**src/rtl/rv32_alu_arbiter_if.sv**
```systemverilog
// Requester and ALU-side bundle for rv32_alu_arbiter.
// The slave modport is the arbiter's view; the master modport is the
// view of whatever drives requests, acks and ALU results into it.
interface rv32_alu_arbiter_if;
    // requester side
    logic [1:0]  i_req_valid;
    logic [63:0] i_req_op_one;
    logic [63:0] i_req_op_two;
    logic [3:0]  i_req_sel;
    logic [1:0]  o_req_ready;
    logic [1:0]  o_rsp_valid;
    logic [31:0] o_rsp_result;
    logic        o_rsp_carry;
    logic        o_rsp_error;
    logic [1:0]  i_rsp_ack;
    // ALU side
    logic [31:0] o_alu_operand_one;
    logic [31:0] o_alu_operand_two;
    logic [1:0]  o_alu_sel;
    logic        o_alu_stall_reset;
    logic [31:0] i_alu_result;
    logic        i_alu_carry_out;
    logic        i_alu_data_valid;

    modport slave (
        input  i_req_valid, i_req_op_one, i_req_op_two, i_req_sel, i_rsp_ack,
        input  i_alu_result, i_alu_carry_out, i_alu_data_valid,
        output o_req_ready, o_rsp_valid, o_rsp_result, o_rsp_carry, o_rsp_error,
        output o_alu_operand_one, o_alu_operand_two, o_alu_sel, o_alu_stall_reset
    );

    modport master (
        output i_req_valid, i_req_op_one, i_req_op_two, i_req_sel, i_rsp_ack,
        output i_alu_result, i_alu_carry_out, i_alu_data_valid,
        input  o_req_ready, o_rsp_valid, o_rsp_result, o_rsp_carry, o_rsp_error,
        input  o_alu_operand_one, o_alu_operand_two, o_alu_sel, o_alu_stall_reset
    );
endinterface

```
**src/rtl/rv32_alu_arbiter.sv**
```systemverilog
// Two-requester round-robin arbiter and sequencer for the shared multicycle
// ALU. One operation is in flight at a time: IDLE picks a winner, BUSY runs
// the ALU with held operands until data valid or a bounded timeout, RESP
// holds the response for the winner until it acknowledges.
module rv32_alu_arbiter #(
    parameter int MAX_ATTEMPTS = 8
) (
    input  logic                i_clk,
    input  logic                i_rst,
    rv32_alu_arbiter_if.slave   bus
);

    localparam int CNT_W = $clog2(MAX_ATTEMPTS + 1);
    localparam logic [CNT_W-1:0] LAST_CNT = CNT_W'(MAX_ATTEMPTS - 1);
    localparam logic [CNT_W-1:0] CNT_ONE  = CNT_W'(1);

    typedef enum logic [1:0] {
        S_IDLE = 2'd0,
        S_BUSY = 2'd1,
        S_RESP = 2'd2
    } state_t;

    // one-hot decode of a requester index
    function automatic logic [1:0] f_onehot(input logic id);
        f_onehot = id ? 2'b10 : 2'b01;
    endfunction

    state_t            r_state;
    state_t            w_next_state;
    logic              r_grant_id;
    logic              r_rr_ptr;
    logic [CNT_W-1:0]  r_cnt;
    logic [31:0]       r_op_one;
    logic [31:0]       r_op_two;
    logic [1:0]        r_sel;
    logic [31:0]       r_result;
    logic              r_carry;
    logic              r_error;

    logic              w_any;
    logic              w_winner;
    logic              w_accept;
    logic              w_last;

    // winner selection: round-robin pointer breaks ties, a lone requester wins outright
    always_comb begin
        w_any    = |bus.i_req_valid;
        w_winner = 1'b0;
        if (bus.i_req_valid == 2'b11) begin
            w_winner = r_rr_ptr;
        end else if (bus.i_req_valid[1]) begin
            w_winner = 1'b1;
        end else begin
            w_winner = 1'b0;
        end
        // ready is offered to the winner whenever anyone is valid, so valid&ready == w_any
        w_accept = (r_state == S_IDLE) && w_any;
        w_last   = (r_cnt == LAST_CNT);
    end

    // state register
    always_ff @(posedge i_clk or negedge i_rst) begin
        if (!i_rst) begin
            r_state <= S_IDLE;
        end else begin
            r_state <= w_next_state;
        end
    end

    // next-state logic; data valid is tested first so it beats the final count
    always_comb begin
        w_next_state = r_state;
        case (r_state)
            S_IDLE: begin
                if (w_accept) begin
                    w_next_state = S_BUSY;
                end else begin
                    w_next_state = S_IDLE;
                end
            end
            S_BUSY: begin
                if (bus.i_alu_data_valid || w_last) begin
                    w_next_state = S_RESP;
                end else begin
                    w_next_state = S_BUSY;
                end
            end
            S_RESP: begin
                if (bus.i_rsp_ack[r_grant_id]) begin
                    w_next_state = S_IDLE;
                end else begin
                    w_next_state = S_RESP;
                end
            end
            default: begin
                w_next_state = S_IDLE;
            end
        endcase
    end

    // holding registers, grant bookkeeping and timeout counter
    always_ff @(posedge i_clk or negedge i_rst) begin
        if (!i_rst) begin
            r_grant_id <= 1'b0;
            r_rr_ptr   <= 1'b0;
            r_cnt      <= '0;
            r_op_one   <= 32'd0;
            r_op_two   <= 32'd0;
            r_sel      <= 2'd0;
            r_result   <= 32'd0;
            r_carry    <= 1'b0;
            r_error    <= 1'b0;
        end else begin
            case (r_state)
                S_IDLE: begin
                    if (w_accept) begin
                        r_grant_id <= w_winner;
                        r_rr_ptr   <= ~w_winner;
                        r_cnt      <= '0;
                        r_op_one   <= w_winner ? bus.i_req_op_one[63:32] : bus.i_req_op_one[31:0];
                        r_op_two   <= w_winner ? bus.i_req_op_two[63:32] : bus.i_req_op_two[31:0];
                        r_sel      <= w_winner ? bus.i_req_sel[3:2]      : bus.i_req_sel[1:0];
                    end
                end
                S_BUSY: begin
                    r_cnt <= r_cnt + CNT_ONE;
                    if (bus.i_alu_data_valid) begin
                        r_result <= bus.i_alu_result;
                        r_carry  <= bus.i_alu_carry_out;
                        r_error  <= 1'b0;
                    end else if (w_last) begin
                        r_result <= 32'd0;
                        r_carry  <= 1'b0;
                        r_error  <= 1'b1;
                    end
                end
                S_RESP: begin
                    // response is held until the granted requester acks
                    r_cnt <= r_cnt;
                end
                default: begin
                    r_cnt <= '0;
                end
            endcase
        end
    end

    // outputs: ready is the only combinational path from inputs; the rest decode registers
    always_comb begin
        bus.o_req_ready       = 2'b00;
        bus.o_rsp_valid       = 2'b00;
        bus.o_alu_stall_reset = 1'b0;
        if ((r_state == S_IDLE) && w_any) begin
            bus.o_req_ready = f_onehot(w_winner);
        end else begin
            bus.o_req_ready = 2'b00;
        end
        if (r_state == S_RESP) begin
            bus.o_rsp_valid = f_onehot(r_grant_id);
        end else begin
            bus.o_rsp_valid = 2'b00;
        end
        if (r_state == S_BUSY) begin
            bus.o_alu_stall_reset = 1'b1;
        end else begin
            bus.o_alu_stall_reset = 1'b0;
        end
        bus.o_rsp_result      = r_result;
        bus.o_rsp_carry       = r_carry;
        bus.o_rsp_error       = r_error;
        bus.o_alu_operand_one = r_op_one;
        bus.o_alu_operand_two = r_op_two;
        bus.o_alu_sel         = r_sel;
    end

endmodule
```
**src/flat_wrapper.sv**
```systemverilog
// flat-port wrapper written by rule: the top's interface ports become plain ports
module rv32_alu_arbiter_flat 
#(
    parameter int MAX_ATTEMPTS = 8
)
  (i_clk, i_rst, bus_i_req_valid, bus_i_req_op_one, bus_i_req_op_two, bus_i_req_sel, bus_i_rsp_ack, bus_i_alu_result, bus_i_alu_carry_out, bus_i_alu_data_valid, bus_o_req_ready, bus_o_rsp_valid, bus_o_rsp_result, bus_o_rsp_carry, bus_o_rsp_error, bus_o_alu_operand_one, bus_o_alu_operand_two, bus_o_alu_sel, bus_o_alu_stall_reset);
  rv32_alu_arbiter_if bus_i ();
  input  logic i_clk;
  input  logic i_rst;
  input wire logic [$bits(bus_i.i_req_valid)-1:0] bus_i_req_valid;
  input wire logic [$bits(bus_i.i_req_op_one)-1:0] bus_i_req_op_one;
  input wire logic [$bits(bus_i.i_req_op_two)-1:0] bus_i_req_op_two;
  input wire logic [$bits(bus_i.i_req_sel)-1:0] bus_i_req_sel;
  input wire logic [$bits(bus_i.i_rsp_ack)-1:0] bus_i_rsp_ack;
  input wire logic [$bits(bus_i.i_alu_result)-1:0] bus_i_alu_result;
  input wire logic [$bits(bus_i.i_alu_carry_out)-1:0] bus_i_alu_carry_out;
  input wire logic [$bits(bus_i.i_alu_data_valid)-1:0] bus_i_alu_data_valid;
  output wire logic [$bits(bus_i.o_req_ready)-1:0] bus_o_req_ready;
  output wire logic [$bits(bus_i.o_rsp_valid)-1:0] bus_o_rsp_valid;
  output wire logic [$bits(bus_i.o_rsp_result)-1:0] bus_o_rsp_result;
  output wire logic [$bits(bus_i.o_rsp_carry)-1:0] bus_o_rsp_carry;
  output wire logic [$bits(bus_i.o_rsp_error)-1:0] bus_o_rsp_error;
  output wire logic [$bits(bus_i.o_alu_operand_one)-1:0] bus_o_alu_operand_one;
  output wire logic [$bits(bus_i.o_alu_operand_two)-1:0] bus_o_alu_operand_two;
  output wire logic [$bits(bus_i.o_alu_sel)-1:0] bus_o_alu_sel;
  output wire logic [$bits(bus_i.o_alu_stall_reset)-1:0] bus_o_alu_stall_reset;
  assign bus_i.i_req_valid = bus_i_req_valid;
  assign bus_i.i_req_op_one = bus_i_req_op_one;
  assign bus_i.i_req_op_two = bus_i_req_op_two;
  assign bus_i.i_req_sel = bus_i_req_sel;
  assign bus_i.i_rsp_ack = bus_i_rsp_ack;
  assign bus_i.i_alu_result = bus_i_alu_result;
  assign bus_i.i_alu_carry_out = bus_i_alu_carry_out;
  assign bus_i.i_alu_data_valid = bus_i_alu_data_valid;
  assign bus_o_req_ready = bus_i.o_req_ready;
  assign bus_o_rsp_valid = bus_i.o_rsp_valid;
  assign bus_o_rsp_result = bus_i.o_rsp_result;
  assign bus_o_rsp_carry = bus_i.o_rsp_carry;
  assign bus_o_rsp_error = bus_i.o_rsp_error;
  assign bus_o_alu_operand_one = bus_i.o_alu_operand_one;
  assign bus_o_alu_operand_two = bus_i.o_alu_operand_two;
  assign bus_o_alu_sel = bus_i.o_alu_sel;
  assign bus_o_alu_stall_reset = bus_i.o_alu_stall_reset;
  rv32_alu_arbiter #(.MAX_ATTEMPTS(MAX_ATTEMPTS)) u_core (.i_clk(i_clk), .i_rst(i_rst), .bus(bus_i));
endmodule
```
**config.mk**
```make
export PLATFORM = sky130hd
export DESIGN_NAME = rv32_alu_arbiter_flat
export DESIGN_NICKNAME = d
export VERILOG_FILES = /design/src/rtl/rv32_alu_arbiter_if.sv /design/src/rtl/rv32_alu_arbiter.sv /design/src/flat_wrapper.sv
export SDC_FILE = /design/constraint.sdc
export NUM_CORES = 1
export LEC_CHECK = 0
export CORE_MARGIN = 2
export CORE_UTILIZATION = 40
export CTS_CLUSTER_DIAMETER = 200
export CTS_CLUSTER_SIZE = 20
export DETAILED_ROUTE_END_ITERATION = 7
export PLACE_DENSITY_LB_ADDON = 0.1
export SETUP_SLACK_MARGIN = 0.1
export SLEW_MARGIN = 10
export SYNTH_ARGS = -nofsm -noshare
export SYNTH_HDL_FRONTEND = slang
export SYNTH_SLANG_ARGS = --single-unit
```
**constraint.sdc**
```tcl
create_clock -name i_clk -period 2.9 [get_ports i_clk]
set_input_delay 0.58 -clock i_clk [delete_from_list [all_inputs] [get_ports i_clk]]
set_output_delay 0.58 -clock i_clk [all_outputs]
set_load 0.03 [all_outputs]
```
Word level (Yosys, flattened, before mapping)

Cells that the tools add are included.
Widths: inputs -> output; s select.

Output and inout port bits: 105
Bits in registers: 108
Input bits: 172

Add/sub/neg operators: 1
Equal/unequal tests: 5
Mux-type cells: 24
Reduce and logical (&&, ||, !) cells: 8
Order comparisons: 1
Bitwise gates (word level): 2

Operators with widths:

| cell                | number |
|---|---|
| $mux 32             | 4 |
| $mux 2              | 7 |
| $pmux 4 s3          | 1 |
| $mux 1              | 10 |
| $pmux 2 s3          | 1 |
| $reduce_and 2->1    | 3 |
| $add 4x1->4 const B | 1 |
| $eq 2x2->1 const B  | 2 |
| $eq 4x3->1 const B  | 1 |
| $mux 4              | 1 |
| $eq 2x1->1 const B  | 1 |
| $logic_not 2->1     | 1 |
| $lt 1x2->1 const B  | 1 |
| $ne 2x1->1 const B  | 1 |
| $not 1->1           | 2 |
| $reduce_bool 2->1   | 1 |
| $reduce_or 2->1     | 1 |
| $logic_and 1x1->1   | 1 |
| $logic_or 1x1->1    | 1 |

Longest topological paths before layout

Gate-level depths: netlist of run 1.

Depth after elaboration: 4
Mapped depth: 6

Worst setup path after synthesis of run 1

No wires, ideal clock.

Path type: input-to-output
From: input port bus_i_req_valid[0]
To: output port bus_o_req_ready[1]
Data arrival time: 1.132 ns
Buffers on the path: 2
Slack: 1.188 ns
Data required time: 2.320 ns
Stages: 4
Cells stage by stage: nand2b_1 and3_1 buf_2 buf_2

Longest elaborated chain between the ends: 4
Elaborated cells between the ends (all ways): 6
Those cells by class: eq/ne (1); mux (3); reduce/logical (2)

Ends and longest elaborated chain:

| item        | line                    | text |
|---|---|---|
| from (decl) | flat_wrapper.sv:10      | `input wire logic [$bits(bus_i.i_req_valid)-1:0] bus_i_req_valid;` |
| $eq 2x2->1  | rv32_alu_arbiter.sv:49  | `if (bus.i_req_valid == 2'b11) begin` |
| $mux 1      | rv32_alu_arbiter.sv:49  |  |
| $mux 2      | rv32_alu_arbiter.sv:25  | `f_onehot = id ? 2'b10 : 2'b01;` |
| $mux 2 (*)  | rv32_alu_arbiter.sv:153 | `if ((r_state == S_IDLE) && w_any) begin` |
| to (decl)   | flat_wrapper.sv:18      | `output wire logic [$bits(bus_i.o_req_ready)-1:0] bus_o_req_ready;` |

Every way passes the cells marked *; elsewhere a longest branch is shown, timed or not.

Worst setup path in the final report of run 1

Same ends and word-level chain as after synthesis.

==> flow_summary.yaml, run 1 <==
synthesis:
  syn_area_sq_um: 4570
  synth-async-reset-ratio_pct: 100
  avgSynthCellArea_sq_um: 13.2
  synth_edf_count: 0
  synth_top_area_share_pct: 59.2
  synth_area_leader_cell: "dfrtp_1"
  yosysMostFrequentCell: "dfrtp_1"
  ys_types: 28
  ys_seq_area_share_pct: 59.2
  synth_common_cells: "dfrtp_1, a221o_1, a21boi_0, a22o_1, buf_2"
  yosysWarningCount: 0
  synth_seq_cells: 108
  synth_area_leaders: "dfrtp_1, a221o_1, a21boi_0"
  synthCells: 345
  syn_nets: 518
  ys.flop_type: "dfrtp_1"
pwr:
  leakagePower_nw: 3.22
  pwr-share-seq_pct: 29.6
  comb_power_share_pct: 55.4
  swShare_pct: 40.8
  intPower_w: 0.00525
  peakVddDrop_mv: 1.05
  p_sw_w: 0.00361
  power.density_nw_per_um2: 1150
  clkPwrFrac_pct: 15.0
clock_network:
  cts_made_buffers: 9
  cts-resized-gates: 0
  postCtsSetupBuffers: 0
  htree_levels: 3
  cts_hold_buf: 0
  clock-sinks: 108
  clockBufferDepth: 2
  clk_latency_ns: 0.35
  cts_tree: "built"
  path_clk_slew_ns: 0.07
  root_buffer: "clkbuf_16"
floorplanning:
  num_io_pins: 277
  start_util_pct: 40.5
  core_area_sq_um: 11300
  die_x_um: 111
  std_cell_rows: 39
  fp.dieArea_sq_um: 12300
  die-height_um: 111
detailed_routing:
  ant_nets: 0
  vias_per_cell: 5.51
  drt-wirelength-per-cell_um: 19.5
  dr_total_vias: 4146
  drt-total-wl_um: 14700
  drc_errors: 0
  drt_first_pass_iters: 4
  drt_iter0_drc: 316
setup_path:
  slowest_stage: "and3_2"
  critical_path.top_delay_family: "buffers and inverters"
  cp-start-kind: "primary input"
  max_stage_delay_ns: 0.49
  timing_worst_setup_path_type: "primary input to primary output"
  r2r_start: "u_core.r_state[1]$_DFF_PN0_"
  worstSetupStartpoint: "bus_i_req_valid[0]"
  cp_max_fo: 24
  critical_path_required_ns: 2.32
  end_kind: "primary output"
  cp.arrival_ns: 1.85
  critical_path.cell_chain: "clkdlybuf4s50_1, nand2b_1, and3_2, buf_4"
  worst-path-buf-inv: 2
timing:
  tightest_slew_ns: 0.740
  grt_setup_unrepaired: "no"
  skew_ns: 0.00559
  worst_slack_ns: 0.471
  maxSlewHeadroom_pct: 50.7
  finalCritPeriodShare_pct: 83.8
  drv_slew: 0
  finalHoldViolCount: 0
  setup_violations: 0
  fin_crit_ns: 2.43
  timing.setup.tns_ns: 0
  max_clock_freq_ghz: 0.412
layout:
  drive_gt1_share_pct: 6.23
  synthToLayoutAreaGrowth_pct: 69.2
  nets: 778
  finalNonFillerCells: 753
  n_antenna_cell: 0
global_route:
  grt_max_degree: 69
  grt_usage_pct: 23.9
  grt_pass1_wl_um: 23400
  antenna_found_initial: 0
  overflow: 0
  grt_pass1_vias: 4353
place:
  dp_slack_ns: 0.441
  hpwlAfterDp_um: 10400
  dp_cells: 737
  portBuffers: 276
  place_congestion: 0.827
status:
  status: "finished, final reports clean"
hold_path:
  hold_path.class: "primary input to async pin"
flow_run:
  drv_cap: 0
-- metrics by stage --
step	instance area [sq um]	total power [W]	util [%]	hold WS, ns
2_1_floorplan	4570	0.00552	-	0.284
3_3_place_gp	7400	0.00747	65.6	0.481
3_5_place_dp	7400	0.00758	65.6	0.491
4_1_cts	7730	0.00894	68.5	0.368
5_1_grt	7730	0.00932	68.5	0.411
6_report	7730	0.00886	68.5	0.327
-- cell usage in the layout, fill, tap and decap left out, types with 2 or more instances in the layout --
cell type and instances:
a21boi_0 65, a21o_1 2, a21oi_1 2, a221o_1 66, a22o_1 37, and3_2 2
buf_4 15, bufinv_16 2, clkbuf_16 9, clkdlybuf4s50_1 273, clkinvlp_4 3, dfrtp_1 108
inv_1 2, mux2_2 2, nand2_1 2, nand2b_1 2, nor2_1 4
-- power by group through the flow --
| stage | clock network, W | logic (W) | registers, W |
|---|---|---|---|
| finish | 0.00133 | 0.00491 | 0.00262 |
| floorplan | 0 | 0.00163 | 0.00389 |
| global placement | 0 | 0.00485 | 0.00262 |
| global route | 0.00143 | 0.00519 | 0.00270 |
| CTS | 0.00136 | 0.00496 | 0.00263 |
| detailed placement | 0 | 0.00495 | 0.00262 |
-- registers in the layout, summed over array words and instances, names as in the netlist --
name / flops
u_core.r_grant_id: 1
u_core.bus.o_alu_operand_one: 32
u_core.bus.o_rsp_result: 32
u_core.bus.o_alu_sel: 2
u_core.r_rr_ptr: 1
u_core.bus.o_alu_operand_two: 32
u_core.bus.o_rsp_error: 1
u_core.r_state: 2
u_core.bus.o_rsp_carry: 1
u_core.r_cnt: 4
-- final timing paths --
| check | to | slack [ns] | cells after the start |
|---|---|---|---|
| setup / recovery | bus_o_req_ready[1] | 0.47 | 4 |
| hold / removal | u_core.bus.o_alu_operand_two[8]$_DFFE_PN0P_ | 0.33 | 2 |
| setup reg to reg | u_core.bus.o_alu_operand_two[11]$_DFFE_PN0P_ | 0.90 | 4 |
| hold reg to reg | u_core.bus.o_rsp_error$_DFFE_PN0P_ | 0.50 | 2 |
| max in group asynchronous | u_core.bus.o_alu_operand_two[16]$_DFFE_PN0P_ | 2.02 | 2 |
| min in group i_clk | u_core.bus.o_rsp_error$_DFFE_PN0P_ | 0.50 | 2 |
-- routing by layer --
layer  part of all wire [%]  GRT usage [%]  wire [um]  vias to the layer above
met3                    8.0           6.94       1170                       30
met2                     50           39.9       7270                      194
met4                    2.6           9.25        383                        0
met5                      0              0          0                        -
met1                     40           29.3       5850                     2036
li1                       -              -          -                     1886
-- cell type report --
cell class / instances / area [sq um]
clock inverters: 6 / 87.6
well taps: 143 / 179
fillers: 851 / 3550
flip-flops and latches: 108 / 2700
repair buffers: 288 / 2850
inverters: 2 / 7.51
multi-input cells: 196 / 1670
clock buffers: 10 / 239
-- kinds of logic after synthesis --
kind of cell             share of synthesized area (%)
AO/OA/AOI/OAI                                     33.2
flip-flops                                        59.2
buffers and inverters                             4.60
AND/OR/NAND/NOR                                   1.89
XOR/XNOR                                         0.384
multiplexers                                     0.493
adder cells (fa/ha/maj)                          0.274
No activity file was read; power rests on OpenSTA's default activity.
==> inputs of run 2 (changes only) <==
--- a/config.mk
+++ b/config.mk
@@ -6,7 +6,7 @@
 export NUM_CORES = 1
 export LEC_CHECK = 0
 export CORE_MARGIN = 2
-export CORE_UTILIZATION = 40
+export CORE_UTILIZATION = 37
 export CTS_CLUSTER_DIAMETER = 200
 export CTS_CLUSTER_SIZE = 20
 export DETAILED_ROUTE_END_ITERATION = 7
==> constraint.sdc (replaced) <==
create_clock -name i_clk -period 2.4 [get_ports i_clk]
set_input_delay 0.48 -clock i_clk [delete_from_list [all_inputs] [get_ports i_clk]]
set_output_delay 0.48 -clock i_clk [all_outputs]
set_load 0.03 [all_outputs]
==> run 2 against run 1 <==
Against the previous run:
- first-iteration DRC count down 23%
- die area up 7.8%
- critical path depth down 2
- setup slack worse by 0.24 ns
- combinational power up 22%
- clock power up 13%
- via count down 0.75%
- clock skew up 0.0053 ns
- sequential power up 21%
- utilization down 3.7 points
- worst hold slack worse by 0.30 ns
- critical endpoint is now bus_o_alu_stall_reset
- largest power group unchanged
==> flow_summary.yaml, run 2 (synthesis gave the netlist of run 1 again) <==
status:
  status: "finished, final reports clean"
detailed_routing:
  drt-total-wl_um: 14700
  drt_first_pass_iters: 6
  dr_total_vias: 4115
  drt_iter0_drc: 242
  drc_errors: 0
  vias_per_cell: 5.41
  ant_nets: 0
  drt-wirelength-per-cell_um: 19.4
layout:
  final_cell_mix: "clkdlybuf4s50_1, dfrtp_1, a221o_1"
  drive_gt1_share_pct: 6.53
  n_antenna_cell: 0
  nFillCells: 959
  final_common_cell: "clkdlybuf4s50_1"
  ff_latch_area_sq_um: 2700
  nets: 781
  synthToLayoutAreaGrowth_pct: 70.4
  multi_input_area_sq_um: 1670
floorplanning:
  die_x_um: 115
  std_cell_rows: 40
  num_io_pins: 277
  die-height_um: 115
  start_util_pct: 38.0
  core_area_sq_um: 12000
  fp.dieArea_sq_um: 13200
clock_network:
  clock-sinks: 108
  path_clk_slew_ns: 0.07
  cts_tree: "built"
  clockBufferDepth: 2
  cts_made_buffers: 9
  htree_levels: 3
  cts_hold_buf: 0
  root_buffer: "clkbuf_16"
  clk_latency_ns: 0.35
setup_path:
  cp-start-kind: "flop"
  critical_path_required_ns: 1.92
  cp_max_fo: 4
  regToRegEndpoint: "u_core.bus.o_alu_operand_two[7]$_DFFE_PN0P_"
  reg2reg_depth: 4
  critical_path.top_delay_family: "buffers and inverters"
  r2r_setup_slack_ns: 0.59
  worst-path-buf-inv: 1
  slowest_stage: "clkdlybuf4s50_1"
  timing_worst_setup_path_type: "flop to primary output"
  cp.arrival_ns: 1.69
  end_kind: "primary output"
  max_stage_delay_ns: 0.72
  r2r_start: "u_core.r_state[1]$_DFF_PN0_"
  critical_path.cell_chain: "nor2b_1, clkdlybuf4s50_1"
timing:
  finalHoldViolCount: 0
  grt_setup_unrepaired: "no"
  maxSlewHeadroom_pct: 57.4
  setup_violations: 0
  max_clock_freq_ghz: 0.461
  finalCritPeriodShare_pct: 90.3
  drv_slew: 0
  fin_crit_ns: 2.17
  timing.setup.tns_ns: 0
  tightest_slew_ns: 0.639
  skew_ns: 0.0109
global_route:
  grt_max_degree: 69
  grt_usage_pct: 21.9
  antenna_found_initial: 0
  overflow: 0
  grt_pass1_vias: 4217
  grt_pass1_wl_um: 22600
pwr:
  leakagePower_nw: 3.28
  peakVddDrop_mv: 0.812
  power.density_nw_per_um2: 1370
  power.total_w: 0.0107
place:
  hpwlAfterDp_um: 10600
  place_congestion: 0.795
  portBuffers: 276
flow_run:
  drv_cap: 0
hold_path:
  hold_path.class: "primary input to async pin"
-- run 2: changes by cell type in the layout (fill, tap and decap cells not counted), moves of 2 or more --
cell / delta
clkdlybuf4s50_1: -2
buf_12: +4
dlymetal6s2s_1: +2
clkinvlp_4: -2
clkinv_4: +3
-- run 2: layout make-up --
type	count	area share, %
inverter	2	0.0964
clock buffer	10	2.94
clock inverter	6	0.932
timing repair buffer	291	37.6
multi-input combinational	196	21.4
sequential	108	34.7
tap	147	2.36
-- run 2: metrics by stage --
step / hold slack [ns] / cells / util [%] / setup slack [ns] / area, sq um
final: 0.0257 / 760 / 64.8 / 0.232 / 7780
after global routing: 0.0396 / 760 / 64.8 / 0.150 / 7780
after CTS: 0.0243 / 760 / 64.8 / 0.125 / 7780
after detailed placement: 0.398 / 744 / 62.3 / 0.237 / 7480
after global placement: 0.395 / 744 / 62.3 / 0.305 / 7480
after floorplan: 0.184 / 345 / - / 0.797 / 4570
-- run 2: power by group --
| part | internal (W) | leakage (nW) | switching [W] |
|---|---|---|---|
| clock | 0.000820 | 0.143 | 0.000682 |
| sequential | 0.00268 | 1.34 | 0.000497 |
| combinational | 0.00277 | 1.79 | 0.00322 |
-- run 2: per-layer routing --
metal  vias up  track usage, %  share of wire, %
li1       1886               -                 -
met5         -               0                 0
met4         0            8.27               2.0
met1      2031            28.1                41
met3        20            4.90               7.1
met2       178            36.5                50
-- run 2: what timing repair did --
action | in CTS | in global routing
endpoints found under the setup margin | 0 | 2
setup buffers | 0 | 0
resized for setup | 0 | 2
-- run 2: how the worst max path moves through the flow --
stage / start / endpoint / slack [ns] / cells after the start
after floorplan: u_core.r_state[1]$_DFF_PN0_ / bus_o_req_ready[0] / 0.80 / 4
after global placement: bus_i_req_valid[0] / u_core.bus.o_alu_operand_one[1]$_DFFE_PN0P_ / 0.30 / 5
after detailed placement: bus_i_req_valid[0] / u_core.bus.o_alu_operand_one[17]$_DFFE_PN0P_ / 0.24 / 5
after CTS: u_core.r_state[0]$_DFF_PN0_ / bus_o_rsp_valid[0] / 0.13 / 3
after global routing: u_core.r_state[0]$_DFF_PN0_ / bus_o_alu_stall_reset / 0.15 / 2
final: u_core.r_state[0]$_DFF_PN0_ / bus_o_alu_stall_reset / 0.23 / 2
-- run 2: worst register-to-register path, delay by kind of cell, from the launching register on --
family | cells | cell delay [ns]
AND/OR/NAND/NOR | 1 | 0.16
buffers and inverters | 1 | 0.53
AO/OA/AOI/OAI | 2 | 0.57
flip-flops | 1 | 0.43
